==> src/rtl/wowi_pkg.sv <==
// Shared types and helpers for the word-width adapter memory responder.
package wowi_pkg;

    localparam int unsigned LANE_W = 8;
    localparam int unsigned LANES  = 2;
    localparam int unsigned WORD_W = LANE_W * LANES;

    typedef enum logic [2:0] {
        S_IDLE    = 3'd0,
        S_RD      = 3'd1,
        S_RD_DONE = 3'd2,
        S_WR      = 3'd3,
        S_WR_DONE = 3'd4
    } wowi_state_t;

    // Extract byte lane i of a word.
    function automatic logic [LANE_W-1:0] get_lane(input logic [WORD_W-1:0] w,
                                                   input int unsigned     i);
        return w[i*LANE_W +: LANE_W];
    endfunction

    // Return w with byte lane i replaced by b.
    function automatic logic [WORD_W-1:0] set_lane(input logic [WORD_W-1:0] w,
                                                   input int unsigned     i,
                                                   input logic [LANE_W-1:0] b);
        logic [WORD_W-1:0] r;
        r = w;
        r[i*LANE_W +: LANE_W] = b;
        return r;
    endfunction

endpackage

==> src/rtl/wowi_mem_responder_byte_ram.sv <==
// Single-port byte store: synchronous write, combinational read, no reset.
module byte_ram #(
    parameter int unsigned DATA_WIDTH = 8,
    parameter int unsigned ADDR_WIDTH = 8
) (
    input  logic                  clk,
    input  logic                  we,
    input  logic [ADDR_WIDTH-1:0] addr,
    input  logic [DATA_WIDTH-1:0] wdata,
    output logic [DATA_WIDTH-1:0] rdata
);

    localparam int unsigned DEPTH = 2 ** ADDR_WIDTH;

    logic [DATA_WIDTH-1:0] mem [DEPTH];

    // Commit one byte per cycle when enabled.
    always_ff @(posedge clk) begin
        if (we) begin
            mem[addr] <= wdata;
        end
    end

    assign rdata = mem[addr];

endmodule

==> src/rtl/wowi_mem_responder.sv <==
// Responder side of the word-width adapter: serialises level-held word
// read/write commands into one byte access per cycle on a byte-wide store.
module wowi_mem_responder
    import wowi_pkg::*;
#(
    parameter int unsigned DATA_WIDTH = LANE_W,
    parameter int unsigned WORD_BYTES = LANES,
    parameter int unsigned ADDR_WIDTH = 8
) (
    input  logic                             clk,
    input  logic                             rst_n,
    input  logic                             st_read,
    input  logic                             st_write,
    input  logic [ADDR_WIDTH-1:0]            base_addr,
    input  logic [DATA_WIDTH*WORD_BYTES-1:0] write_data,
    output logic [DATA_WIDTH*WORD_BYTES-1:0] read_data,
    output logic                             flip_ready,
    output logic                             wrt_done,
    output logic                             busy
);

    localparam int unsigned WORD_BITS = DATA_WIDTH * WORD_BYTES;
    localparam int unsigned CNT_W     = (WORD_BYTES > 1) ? $clog2(WORD_BYTES) : 1;
    localparam logic [CNT_W-1:0] LAST_CNT = CNT_W'(WORD_BYTES - 1);

    wowi_state_t           state_q;
    logic [ADDR_WIDTH-1:0] addr_q;
    logic [WORD_BITS-1:0]  wdata_q;
    logic [WORD_BITS-1:0]  rdata_q;
    logic [CNT_W-1:0]      cnt_q;
    logic                  flip_ready_q;
    logic                  wrt_done_q;

    logic [ADDR_WIDTH-1:0] ram_addr;
    logic [DATA_WIDTH-1:0] ram_wdata;
    logic [DATA_WIDTH-1:0] ram_rdata;
    logic                  ram_we;
    logic                  last_byte;

    // Byte address wraps naturally in the ADDR_WIDTH-bit add.
    assign ram_addr  = addr_q + ADDR_WIDTH'(cnt_q);
    assign ram_wdata = wdata_q[int'(cnt_q)*DATA_WIDTH +: DATA_WIDTH];
    // Gated by rst_n so a reset edge never commits the next byte.
    assign ram_we    = rst_n && (state_q == S_WR);
    assign last_byte = (cnt_q == LAST_CNT);

    byte_ram #(
        .DATA_WIDTH(DATA_WIDTH),
        .ADDR_WIDTH(ADDR_WIDTH)
    ) u_ram (
        .clk  (clk),
        .we   (ram_we),
        .addr (ram_addr),
        .wdata(ram_wdata),
        .rdata(ram_rdata)
    );

    // Command FSM: accept, walk byte lanes, then hold the handshake until the
    // initiator drops its level-held command.
    always_ff @(posedge clk) begin
        if (!rst_n) begin
            state_q      <= S_IDLE;
            addr_q       <= '0;
            wdata_q      <= '0;
            rdata_q      <= '0;
            cnt_q        <= '0;
            flip_ready_q <= 1'b0;
            wrt_done_q   <= 1'b0;
        end else begin
            case (state_q)
                S_IDLE: begin
                    if (st_read) begin
                        addr_q  <= base_addr;
                        cnt_q   <= '0;
                        state_q <= S_RD;
                    end else if (st_write) begin
                        addr_q  <= base_addr;
                        wdata_q <= write_data;
                        cnt_q   <= '0;
                        state_q <= S_WR;
                    end
                end
                S_RD: begin
                    rdata_q[int'(cnt_q)*DATA_WIDTH +: DATA_WIDTH] <= ram_rdata;
                    if (last_byte) begin
                        cnt_q        <= '0;
                        flip_ready_q <= 1'b1;
                        state_q      <= S_RD_DONE;
                    end else begin
                        cnt_q <= cnt_q + CNT_W'(1);
                    end
                end
                S_RD_DONE: begin
                    if (!st_read) begin
                        flip_ready_q <= 1'b0;
                        state_q      <= S_IDLE;
                    end
                end
                S_WR: begin
                    if (last_byte) begin
                        cnt_q      <= '0;
                        wrt_done_q <= 1'b1;
                        state_q    <= S_WR_DONE;
                    end else begin
                        cnt_q <= cnt_q + CNT_W'(1);
                    end
                end
                S_WR_DONE: begin
                    if (!st_write) begin
                        wrt_done_q <= 1'b0;
                        state_q    <= S_IDLE;
                    end
                end
                default: begin
                    state_q <= S_IDLE;
                end
            endcase
        end
    end

    assign read_data  = rdata_q;
    assign flip_ready = flip_ready_q;
    assign wrt_done   = wrt_done_q;
    assign busy       = (state_q != S_IDLE);

endmodule

==> config.mk <==
export PLATFORM = sky130hd
export DESIGN_NAME = wowi_mem_responder
export DESIGN_NICKNAME = d
export VERILOG_FILES = /design/src/rtl/wowi_pkg.sv /design/src/rtl/wowi_mem_responder_byte_ram.sv /design/src/rtl/wowi_mem_responder.sv
export SDC_FILE = /design/constraint.sdc
export NUM_CORES = 2
export LEC_CHECK = 0
export ABC_CLOCK_PERIOD_IN_PS = 3700
export CAP_MARGIN = 10
export CORE_AREA = 2 2 454 456
export DETAILED_ROUTE_END_ITERATION = 8
export DIE_AREA = 0 0 456 458
export DONT_BUFFER_PORTS = 1
export PLACE_DENSITY_LB_ADDON = 0.3
export SETUP_SLACK_MARGIN = 0.05
export SLEW_MARGIN = 40
export SYNTH_ARGS = -nofsm -noshare
export SYNTH_HDL_FRONTEND = slang
export SYNTH_SLANG_ARGS = --single-unit
==> constraint.sdc <==
create_clock -name clk -period 3.7 [get_ports clk]
set_input_delay 0.74 -clock clk [delete_from_list [all_inputs] [get_ports clk]]
set_output_delay 0.74 -clock clk [all_outputs]
set_load 0.1 [all_outputs]
# ---- Word level (Yosys, flattened, before mapping)
# Memories as Yosys holds them, arrays and structs flattened.
# Index checks and enable logic that the tools add are counted.
dict set report classes {
  addsub 3
  n_eq_ne 9
  shift 3
  mux 21
  n_bitwise 1
  n_reduce_logical 14
}
# operator count
set ops {}
lappend ops {{$neg 4->34} 1}
lappend ops {{$shift 8x34->16 const A} 1}
lappend ops {{$shiftx 8x34->16} 1}
lappend ops {{$mux 3} 6}
lappend ops {{$bwmux 16} 1}
lappend ops {{$mux 8} 2}
lappend ops {{$shiftx 16x5->8} 1}
lappend ops {{$pmux 3 s5} 1}
lappend ops {{$reduce_and 3->1} 3}
lappend ops {{$add 8x1->8} 1}
lappend ops {{$mux 1} 8}
lappend ops {{$ne 2x2->1 const B} 4}
lappend ops {{$reduce_bool 2->1} 4}
lappend ops {{$eq 3x2->1 const B} 2}
lappend ops {{$pmux 1 s2} 3}
lappend ops {{$reduce_and 5->1} 1}
lappend ops {{$reduce_and 2->1} 2}
lappend ops {{$eq 3x1->1 const B} 1}
lappend ops {{$eq 3x3->1 const B} 1}
lappend ops {{$logic_not 3->1} 1}
lappend ops {{$ne 3x3->1 const B} 1}
lappend ops {{$reduce_bool 3->1} 1}
lappend ops {{$reduce_or 2->1} 1}
lappend ops {{$add 1x1->1 const B} 1}
lappend ops {{other kinds (2)} 2}
dict set report totals {
  ff_bits 46
  ram_bits 2048
  output_inout_bits 19
  elab_cells 59
  memories 1
}
# name depth width rd rd_clocked_by_memory_dff wr line
set memory_table {}
lappend memory_table {u_ram.mem 256 8 1 0 1 wowi_mem_responder_byte_ram.sv:15} ;# logic [DATA_WIDTH-1:0] mem [DEPTH];

# ---- Depth between registers and ports, before layout
dict set report logic_depth {
  ltp_word 4
  depth_mapped 11
}

# ---- Hierarchy
# A second synthesis with hierarchy kept.
dict set report unflattened {
  cells_unflattened 3768
  area_unflattened_um2 80389.6
}
# mod n_inst cells_per_inst area_each_um2
set modules_own_cells {}
lappend modules_own_cells {byte_ram 1 3539 78332.6}
lappend modules_own_cells {wowi_mem_responder 1 229 2057.0}

# ---- Worst setup path after synthesis
# No wires, ideal clock.
dict set report synth_timing {
  path_kind {register to register}
  startpoint {reg cnt_q}
  endpoint {mem u_ram.mem[0][0] (data pin)}
  arrival_ns 2.779
  setup_slack_ns 0.366
  path_stages_with_launch 4
  n_path_buf 2
  synth_period_minus_slack_ns 3.334
  cell_sequence {dfxtp_1 clkbuf_1 clkbuf_1 mux2_2}
}
dict set report synth_between {
  elab_chain_len 1
}
# item line
set synth_lines {}
lappend synth_lines {{start, declared} wowi_mem_responder.sv:30} ;# logic [CNT_W-1:0] cnt_q;
lappend synth_lines {{start signal, assigned} wowi_mem_responder.sv:90} ;# cnt_q <= cnt_q + CNT_W'(1);
lappend synth_lines {{start signal, assigned} wowi_mem_responder.sv:105} ;# cnt_q <= cnt_q + CNT_W'(1);
lappend synth_lines {{$shiftx 16x5->8} wowi_mem_responder.sv:42} ;# assign ram_wdata = wdata_q[int'(cnt_q)*DATA_WIDTH +: DATA_WIDTH];
lappend synth_lines {{via ram_wdata[0]} wowi_mem_responder.sv:35} ;# logic [DATA_WIDTH-1:0] ram_wdata;
lappend synth_lines {{end, declared} wowi_mem_responder_byte_ram.sv:15}
# The timed path passes the listed nets, and every way through them passes these cells.

# ---- Worst setup path after layout
dict set report layout_timing {
  startpoint {reg addr_q[0]}
  endpoint {reg rdata_q[5] (netlist: read_data[5])}
}
dict set report layout_between {
  elab_chain_len 4
}
# item line
set layout_lines {}
lappend layout_lines {{start, declared} wowi_mem_responder.sv:27} ;# logic [ADDR_WIDTH-1:0] addr_q;
lappend layout_lines {{start signal, assigned} wowi_mem_responder.sv:73} ;# addr_q <= base_addr;
lappend layout_lines {{start signal, assigned} wowi_mem_responder.sv:77} ;# addr_q <= base_addr;
lappend layout_lines {{$add 8x1->8} wowi_mem_responder.sv:41} ;# assign ram_addr = addr_q + ADDR_WIDTH'(cnt_q);
lappend layout_lines {{$mem_v2 256x8} --}
lappend layout_lines {{$shiftx 8x34->16} wowi_mem_responder.sv:84} ;# rdata_q[int'(cnt_q)*DATA_WIDTH +: DATA_WIDTH] <= ram_rdata;
lappend layout_lines {{$bwmux 16} wowi_mem_responder.sv:84}
lappend layout_lines {{end signal, assigned by index} wowi_mem_responder.sv:84}
lappend layout_lines {{end, declared} wowi_mem_responder.sv:29} ;# logic [WORD_BITS-1:0] rdata_q;
# No other way between the ends.
# A chain may end at the register's enable or synchronous reset.

==> reports/qor.yml <==
grt_pass1_wl_um: 306000
finalHoldViolCount: 0
cp.depth: 10
cp-start-kind: "flop"
async_flop_share_pct: 0
synthDominantCellAreaShare_pct: 75.8
htree_levels: 4
yosysSeqAreaShare_pct: 77.0
synth_common_cells: "2048 x edfxtp_1, 512 x mux4_2, 364 x nor2_1, 284 x a21oi_1, 108 x buf_2"
p_per_area_nw_per_um2: 557
cts_tree: "done"
crit_required_ps: 4490
cts.path.max_buffers: 3
switchingPower_mw: 12.6
fp.dieH_um: 458
synth_cells: 3944
area_growth_pct: 17.1
p_leak_nw: 31.2
drc: 0
cts.sinks: 2094
setup_viol: 0
startpoint: "addr_q[0]"
worstMarginPinSlew_ps: 887
synth_most_common_cell: "edfxtp_1"
path_cells: "ha_4 -> ha_4 -> buf_12 -> buf_12 -> mux4_2 -> a21oi_1 -> o31ai_1 -> a41oi_1 -> nor4_2 -> a22o_1"
swShare_pct: 23.7
worstRegToRegCells: 10
critPathTopFamily: "compound AO/OA/AOI/OAI gates"
dp_cells: 6856
io_buffers: 0
holdPathStages: 2
die-area_um2: 209000
finalCriticalPeriod_ps: 3580
avgSynthCellArea_um2: 20.6
synth_nets: 3975
yosys.area.top_type: "edfxtp_1"
hpwl_um: 135000
clockPowerShare_pct: 39.0
clock_latency_ps: 850
first_pass_iters: 5
synth_cell_types: 47
ir_drop_mv: 0.557
drt_iter0_drc: 4752
cts.clk_slew.worst_paths_ps: 60
ys_ff_latch: 2094
crit_arrival_ps: 4370
cp.buffers_inverters: 2
cts_buffers: 204
via_count: 41693
slowest_delay_ps: 650
endpoint_kind: "flop"
gr-total-overflow: 0
wl_um: 213000
combPwrFrac_pct: 11.5
reg2reg_from: "addr_q[0]"
synth_edf_count: 2048
fmax_mhz: 279
status: "completed"
grt_max_degree: 121
antenna_left: 0
fin_nets: 4421
slowest_stage: "o31ai_1"
drt-wirelength-per-cell_um: 29.3
multi_input_area_um2: 17800
synthFlopType: "edfxtp_1"
start_util_pct: 39.8
via_per_inst: 5.74
boundaryPins: 47
holdCritStartpoint: "write_data[10]"
grt_pass1_vias: 41689
p_int_mw: 40.3
gp_congestion: 0.870
fillers: 16733
final_cells: 7261
drive_gt1_share_pct: 30.4
clock_skew_ps: 49.7
root_buffer: "clkbuf_16"
grtUsageTotal_pct: 20.2
yosysWarnings: 0
core.rowCount: 166
drv_cap: 0
netlist_area_um2: 81100
ys_top_cells_by_area: "edfxtp_1 76%, mux4_2 14%, a21oi_1 1.8%"
drv_slew: 0
relSlewSlack_pct: 40.4
hold_class: "primary input to flop"
crit_type: "flop to flop"
antenna_found_initial: 8
critPathMaxFanout: 48
seqPwrFrac_pct: 49.5
regArea_um2: 62400
finalSetupTns_ps: 0
coreArea_um2: 204000
die-width_um: 456
fin_crit_sh_pct: 96.8
rsz0062_at_grt: "false"
timing.hold.ws_ps: 55.3
post_cts_buffers: 0
-- cells by family after synthesis --
group	share of synthesized area [%]
multiplexers	14.3
XOR/XNOR	0.0648
flip-flops	77.0
buffers and inverters	1.66
adder cells (fa/ha/maj)	0.0463
AND/OR/NAND/NOR	2.56
AO/OA/AOI/OAI	4.36
-- placed cells by master (no fill, tap or decap), types with 16 or more instances in the layout --
cell,count
a21oi_1,283
a22o_1,16
a41oi_1,28
buf_12,61
buf_4,421
bufinv_16,18
clkbuf_1,51
clkbuf_16,204
clkinv_1,44
clkinv_2,30
dfxtp_1,45
edfxtp_1,2048
mux4_2,512
nand2_1,73
nor2_1,339
nor2_2,25
o22ai_1,80
o31ai_1,72
o41ai_1,40
-- power by group through the flow --
stage	combinational, mW	clock [mW]	sequential (mW)
detailed placement	6.12	0	26.7
global route	6.42	21.8	26.2
CTS	6.15	21.0	26.2
floorplan	3.82	0	26.9
finish	6.09	20.6	26.2
global placement	6.06	0	26.7
-- flip-flops by register name, indices dropped and copies added, names as in the netlist --
| signal | count |
|---|---|
| u_ram.mem | 2048 |
| read_data | 16 |
| wdata_q | 16 |
| addr_q | 8 |
| state_q | 3 |
| cnt_q | 1 |
| flip_ready | 1 |
| wrt_done | 1 |
-- cell type report --
type,count,area share (%)
antenna,4,0.0105
tap,2688,3.54
clock inverter,123,1.33
clock buffer,262,5.68
timing repair buffer,503,4.95
sequential,2094,65.8
inverter,4,0.0158
multi-input combinational,1583,18.7
-- metal layers --
metal  GRT usage (%)  up-vias  wire [µm]
li1                -    17340          -
met1            28.3    22251      88400
met2            31.8     1775     101000
met3            3.65      323      15600
met4            7.47        4       8140
met5               0        -         14
-- stage by stage --
stage / power (mW) / setup slack (ps) / area [µm²] / util [%]
finish: 52.9 / 120 / 94900 / 46.6
global route: 54.4 / 50.3 / 94900 / 46.6
CTS: 53.3 / 69.1 / 94700 / 46.5
detailed placement: 32.8 / -13.9 / 87900 / 43.2
global placement: 32.8 / -328 / 87700 / 43.1
floorplan: 30.7 / 366 / 81100 / -
-- timing repair --
action                                  CTS  global route
gates resized for setup                   3            11
cloned                                    0             0
hold buffers                             14             0
hold endpoints to repair                 14             0
endpoints found under the setup margin    5            22
-- path summary, 6_finish.rpt --
| check | slack (ps) | end |
|---|---|---|
| worst min register to register | 470 | wdata_q[8] |
| worst max-delay path | 120 | read_data[5] |
| worst min-delay path | 60 | wdata_q[10] |
| worst max register to register | 120 | read_data[5] |
Note: power is estimated with default switching activity, not from simulation.
